$ cat src/rtl/tdc_decode_scheduler.sv
// Shares one pipelined thermometer-to-binary decoder among NCH TDC channels:
// per-channel capture slots, round-robin grant, tag pipe aligned to decoder latency.
module tdc_decode_scheduler #(
    parameter int unsigned NCH     = 4,
    parameter int unsigned DW      = 40,
    parameter int unsigned DEC_LAT = 7,
    parameter int unsigned CW      = 16,
    parameter int unsigned PW      = 6
) (
    input  logic                   clk,
    input  logic                   rst_n,
    input  logic [NCH-1:0]         hit_valid,
    input  logic [NCH*DW-1:0]      hit_code,
    output logic [DW-1:0]          dec_code,
    input  logic [PW-1:0]          dec_pos,
    output logic                   res_valid,
    output logic [$clog2(NCH)-1:0] res_ch,
    output logic [PW-1:0]          res_fine,
    output logic [CW-1:0]          res_coarse,
    output logic [NCH-1:0]         ovf_flags,
    input  logic                   ovf_clr
);

    localparam int unsigned CHW = $clog2(NCH);
    // Stage 0 loads alongside dec_code; the tail lines up with the cycle dec_pos is valid.
    localparam int unsigned TAG_DEPTH = DEC_LAT + 1;

    typedef struct packed {
        logic           vld;
        logic [CHW-1:0] ch;
        logic [CW-1:0]  crs;
    } tag_t;

    logic [CW-1:0]  coarse;
    logic [NCH-1:0] slot_pend;
    logic [DW-1:0]  slot_code [NCH];
    logic [CW-1:0]  slot_crs  [NCH];
    logic [CHW-1:0] rr;

    logic           gnt_any;
    logic [CHW-1:0] gnt_idx;
    logic [NCH-1:0] gnt_vec;
    logic [NCH-1:0] drop;
    tag_t           tag_in;
    tag_t           tag_pipe [TAG_DEPTH];
    tag_t           tag_tail;

    function automatic logic [CHW-1:0] wrap_idx(input logic [CHW-1:0] base,
                                                input int unsigned   off);
        int unsigned s;
        s = 32'(base) + off;
        if (s >= NCH) s = s - NCH;
        return CHW'(s);
    endfunction

    // Free-running coarse timestamp
    always_ff @(posedge clk or negedge rst_n) begin
        if (!rst_n) coarse <= '0;
        else        coarse <= coarse + CW'(1);
    end

    // Round-robin search starting just after the last granted channel
    always_comb begin
        gnt_any = 1'b0;
        gnt_idx = '0;
        for (int unsigned k = 1; k <= NCH; k++) begin
            if (!gnt_any && slot_pend[wrap_idx(rr, k)]) begin
                gnt_any = 1'b1;
                gnt_idx = wrap_idx(rr, k);
            end
        end
        gnt_vec = '0;
        if (gnt_any) gnt_vec[gnt_idx] = 1'b1;
    end

    assign drop = hit_valid & slot_pend & ~gnt_vec;

    always_comb begin
        tag_in     = '0;
        tag_in.vld = gnt_any;
        tag_in.ch  = gnt_idx;
        tag_in.crs = slot_crs[gnt_idx];
    end

    // Capture slots: a granted slot may be refilled in the same cycle
    always_ff @(posedge clk or negedge rst_n) begin
        if (!rst_n) begin
            slot_pend <= '0;
            for (int i = 0; i < NCH; i++) begin
                slot_code[i] <= '0;
                slot_crs[i]  <= '0;
            end
        end else begin
            for (int i = 0; i < NCH; i++) begin
                if (hit_valid[i] && (!slot_pend[i] || gnt_vec[i])) begin
                    slot_pend[i] <= 1'b1;
                    slot_code[i] <= hit_code[i*DW +: DW];
                    slot_crs[i]  <= coarse;
                end else if (gnt_vec[i]) begin
                    slot_pend[i] <= 1'b0;
                end
            end
        end
    end

    // Decoder feed and round-robin pointer
    always_ff @(posedge clk or negedge rst_n) begin
        if (!rst_n) begin
            dec_code <= '0;
            rr       <= CHW'(NCH - 1);
        end else begin
            dec_code <= gnt_any ? slot_code[gnt_idx] : '0;
            if (gnt_any) rr <= gnt_idx;
        end
    end

    always_ff @(posedge clk or negedge rst_n) begin
        if (!rst_n) begin
            for (int i = 0; i < TAG_DEPTH; i++) tag_pipe[i] <= '0;
        end else begin
            tag_pipe[0] <= tag_in;
            for (int i = 1; i < TAG_DEPTH; i++) tag_pipe[i] <= tag_pipe[i-1];
        end
    end

    assign tag_tail = tag_pipe[TAG_DEPTH-1];

    // Result register: data fields hold between strobes
    always_ff @(posedge clk or negedge rst_n) begin
        if (!rst_n) begin
            res_valid  <= 1'b0;
            res_ch     <= '0;
            res_fine   <= '0;
            res_coarse <= '0;
        end else begin
            res_valid <= tag_tail.vld;
            if (tag_tail.vld) begin
                res_ch     <= tag_tail.ch;
                res_fine   <= dec_pos;
                res_coarse <= tag_tail.crs;
            end
        end
    end

    // Sticky drop flags; a drop in the clearing cycle survives
    always_ff @(posedge clk or negedge rst_n) begin
        if (!rst_n) ovf_flags <= '0;
        else        ovf_flags <= (ovf_clr ? '0 : ovf_flags) | drop;
    end

endmodule

$ cat config.mk
export PLATFORM = sky130hd
export DESIGN_NAME = tdc_decode_scheduler
export DESIGN_NICKNAME = d
export VERILOG_FILES = /design/src/rtl/tdc_decode_scheduler.sv
export SDC_FILE = /design/constraint.sdc
export NUM_CORES = 1
export LEC_CHECK = 0
export ABC_AREA = 1
export ABC_CLOCK_PERIOD_IN_PS = 4130
export CELL_PAD_IN_SITES_DETAIL_PLACEMENT = 0
export CELL_PAD_IN_SITES_GLOBAL_PLACEMENT = 1
export CORE_ASPECT_RATIO = 2
export CORE_MARGIN = 10
export CORE_UTILIZATION = 46
export CTS_CLUSTER_SIZE = 16
export DETAILED_ROUTE_END_ITERATION = 12
export PLACE_DENSITY = 0.91
export REMOVE_ABC_BUFFERS = 1
export SLEW_MARGIN = 20
export SYNTH_ARGS = -nofsm -noshare
export SYNTH_HDL_FRONTEND = slang
export SYNTH_SLANG_ARGS = --single-unit
$ cat constraint.sdc
create_clock -name clk -period 4.13 [get_ports clk]
set_input_delay 0.826 -clock clk [delete_from_list [all_inputs] [get_ports clk]]
set_output_delay 0.826 -clock clk [all_outputs]
set_load 0.03 [all_outputs]
==> results.py <==
metrics = {
    "global_route": {
        "grt.total_usage_pct": 21.2,
        "grt_pass1_vias": 14100,
        "grt_pass1_wl_mm": 79.8,
        "antenna_found_initial": 8,
        "gr-total-overflow": 0,
        "grt_start_max_net_pins": 118,
    },
    "sta": {
        "tns_ns": 0,
        "skew_ns": 0.0130,
        "min_period_over_period_pct": 76.5,
        "setup_viol": 0,
        "setup_ws_ns": 0.969,
        "max_freq_mhz": 316,
        "hold_viol": 0,
        "slew_headroom_pct": 33.1,
        "holdWs_ns": 0.303,
        "slew_viol_final": 0,
        "rsz0062_at_grt": "false",
        "min_period_ns": 3.16,
        "worst-slew-pin-transition_ns": 1.00,
    },
    "flow_run": {
        "drv_cap": 0,
    },
    "worst_setup_path": {
        "critPathKind": "reg2reg",
        "startpoint_type": "flop",
        "critPathArrivalTime_ns": 3.60,
        "r2r-start": "rr[0]",
        "crit_required_ns": 4.57,
        "worstRegToRegCells": 11,
        "startpoint": "rr[0]",
        "crit_path_max_fanout": 100,
        "crit_path_end_kind": "flop",
    },
    "detailed_routing": {
        "first_iter_violations": 1029,
        "ant_nets": 0,
        "post-route-drc-count": 0,
        "avgRoutedWirePerCell_um": 20.0,
        "num_vias": 13300,
        "wl_mm": 51.1,
        "firstDrtPassIters": 6,
        "vias_per_cell": 5.21,
    },
    "clocking": {
        "htreeDepth": 2,
        "cts.sinks": 467,
        "path_clk_slew_ns": 0.07,
        "cts_buffer_depth": 3,
        "post-cts-setup-buffers": 0,
        "worstSkewPairLatency_ns": 0.54,
        "cts_resized": 0,
        "root_buffer": "clkbuf_16",
        "cts_buffers": 41,
        "postCtsHoldBufs": 0,
        "cts_tree": "done",
    },
    "yosys": {
        "ys_warn_count": 0,
        "synthTopCellsByArea": "dfrtp_1, nand2_1, nand3_1",
        "ys_seq_elements": 467,
        "syn-mean-instance-area_um2": 9.95,
        "ys_seq_area_share_pct": 65.1,
        "synth_area_leader_cell": "dfrtp_1",
        "syn_inst": 1806,
        "synth_area_mm2": 0.0180,
        "yosys.area.top_type_share_pct": 64.8,
        "synth.distinct_cells": 34,
    },
    "floorplanning": {
        "start_util_pct": 46.5,
        "ios": 242,
        "die_height_um": 299,
        "core-area_mm2": 0.0387,
        "die_area_mm2": 0.0478,
        "placementRows": 102,
        "die_w_um": 160,
    },
    "placed_design": {
        "dp_cells": 2479,
        "dp_hpwl_mm": 32.1,
        "numPortBuffers": 241,
        "globalplace.congestion": 0.866,
        "pre_cts_ws_ns": 0.990,
    },
    "pwr": {
        "power_frac_comb_pct": 48.0,
        "power_frac_seq_pct": 34.3,
        "power_switching_uw": 9780,
        "clkPwrFrac_pct": 17.7,
        "internal-power_uw": 11900,
        "p_leak_uw": 0.0110,
        "power.density_mw_per_mm2": 983,
        "swShare_pct": 45.2,
        "ir_drop_mv": 0.832,
    },
    "cells_and_area": {
        "area_delta_synth_final_pct": 22.5,
        "fin_cells": 2560,
        "final_common_cell": "nand2_1",
        "fin_util_pct": 56.9,
        "layout_common_cells": "nand2_1, dfrtp_1, nand3_1, clkdlybuf4s50_1, inv_1",
        "drive_gt1_share_pct": 6.99,
        "multi_input_area_mm2": 0.00514,
        "nets": 2176,
        "fillers": 3382,
        "seq_area_mm2": 0.0117,
    },
    "run_status": {
        "status": "completed",
    },
    "min_path": {
        "hold_path.class": "in2async",
    },
}
## power by group through the flow
| stage | Combinational (uW) | Sequential (uW) | Clock [uW] |
|---|---|---|---|
| finish | 10400 | 7430 | 3840 |
| global route | 11500 | 7610 | 4080 |
| CTS | 10400 | 7430 | 3910 |
| detailed placement | 10400 | 7490 | 0 |
| global placement | 10100 | 7400 | 0 |
| floorplan | 5180 | 7810 | 0 |
## path summary, 6_finish.rpt
| check | end | slack, ns |
|---|---|---|
| setup / recovery | dec_code[35] | 0.97 |
| hold / removal | slot_code[50] | 0.30 |
| setup reg to reg | dec_code[35] | 0.97 |
| hold reg to reg | tag_pipe[9] | 0.34 |
| max in group asynchronous | tag_pipe[68] | 2.79 |
| min in group clk | tag_pipe[9] | 0.34 |
## layout make-up
type | count | area share [%]
multi-input cells | 1101 | 23.3
diodes | 8 | 0.0910
well taps | 520 | 2.96
clock inverters | 14 | 0.847
clock buffers | 59 | 5.20
repair buffers | 272 | 12.4
inverters | 119 | 2.04
flip-flops and latches | 467 | 53.1
## sequential cells by signal, indices dropped and copies added, names as in the netlist
signal,count
slot_code,160
tag_pipe,152
slot_crs,64
dec_code,40
coarse,16
res_coarse,16
res_fine,6
ovf_flags,4
slot_pend,4
res_ch,2
rr,2
res_valid,1
## cell usage after synthesis (all sizes together)
cell    number
clkbuf      54
o211ai      55
dfrtp      465
nand2      619
nor3         4
xor2        12
nor3b        1
o21a         1
ha           1
nor2        36
clkinv       1
a21boi       1
nand3      238
o22ai        4
mux2        24
o21ai       98
xnor2        2
nand4        4
dfstp        2
inv        118
a21oi        1
buf         65
## metal layers
layer	part of all wire (%)	wire length [um]	up-vias	GRT usage (%)
li1	-	-	6150	-
met1	35	18100	6566	23.2
met2	53	27300	483	37.8
met3	5.7	2910	138	3.12
met4	5.5	2830	0	13.2
met5	0	0	-	0
## stage by stage
step | cell area, um2 | power, uW
2_1_floorplan | 17300 | 13000
3_3_place_gp | 20700 | 17500
3_5_place_dp | 20700 | 17800
4_1_cts | 22000 | 21700
5_1_grt | 22000 | 23200
6_report | 22000 | 21600
## critical path: stages (launching register included)
cell and delay (ns):
dfstp_2 0.64, inv_4 0.08, nand2_1 0.11, nand2_1 0.08, nand2_1 0.07, nand2_1 0.08, nor2_4 0.14, nand3_4 0.16
nand3_4 0.30, buf_4 0.78, o21ai_0 0.26, o21ai_0 0.26
## kinds of logic (layout without fill, tap and decap cells)
group | Yosys count | count (layout) | synth area share (%)
other cells | 0 | 8 | 0
fa+ha+maj | 1 | 1 | 0.0696
simple gates | 902 | 902 | 20.8
flops | 467 | 467 | 65.1
mux | 24 | 24 | 1.50
compound gates | 160 | 160 | 5.41
xor+xnor | 14 | 14 | 0.683
buf+inv | 238 | 464 | 6.46
(Power assumes the default switching activity.)
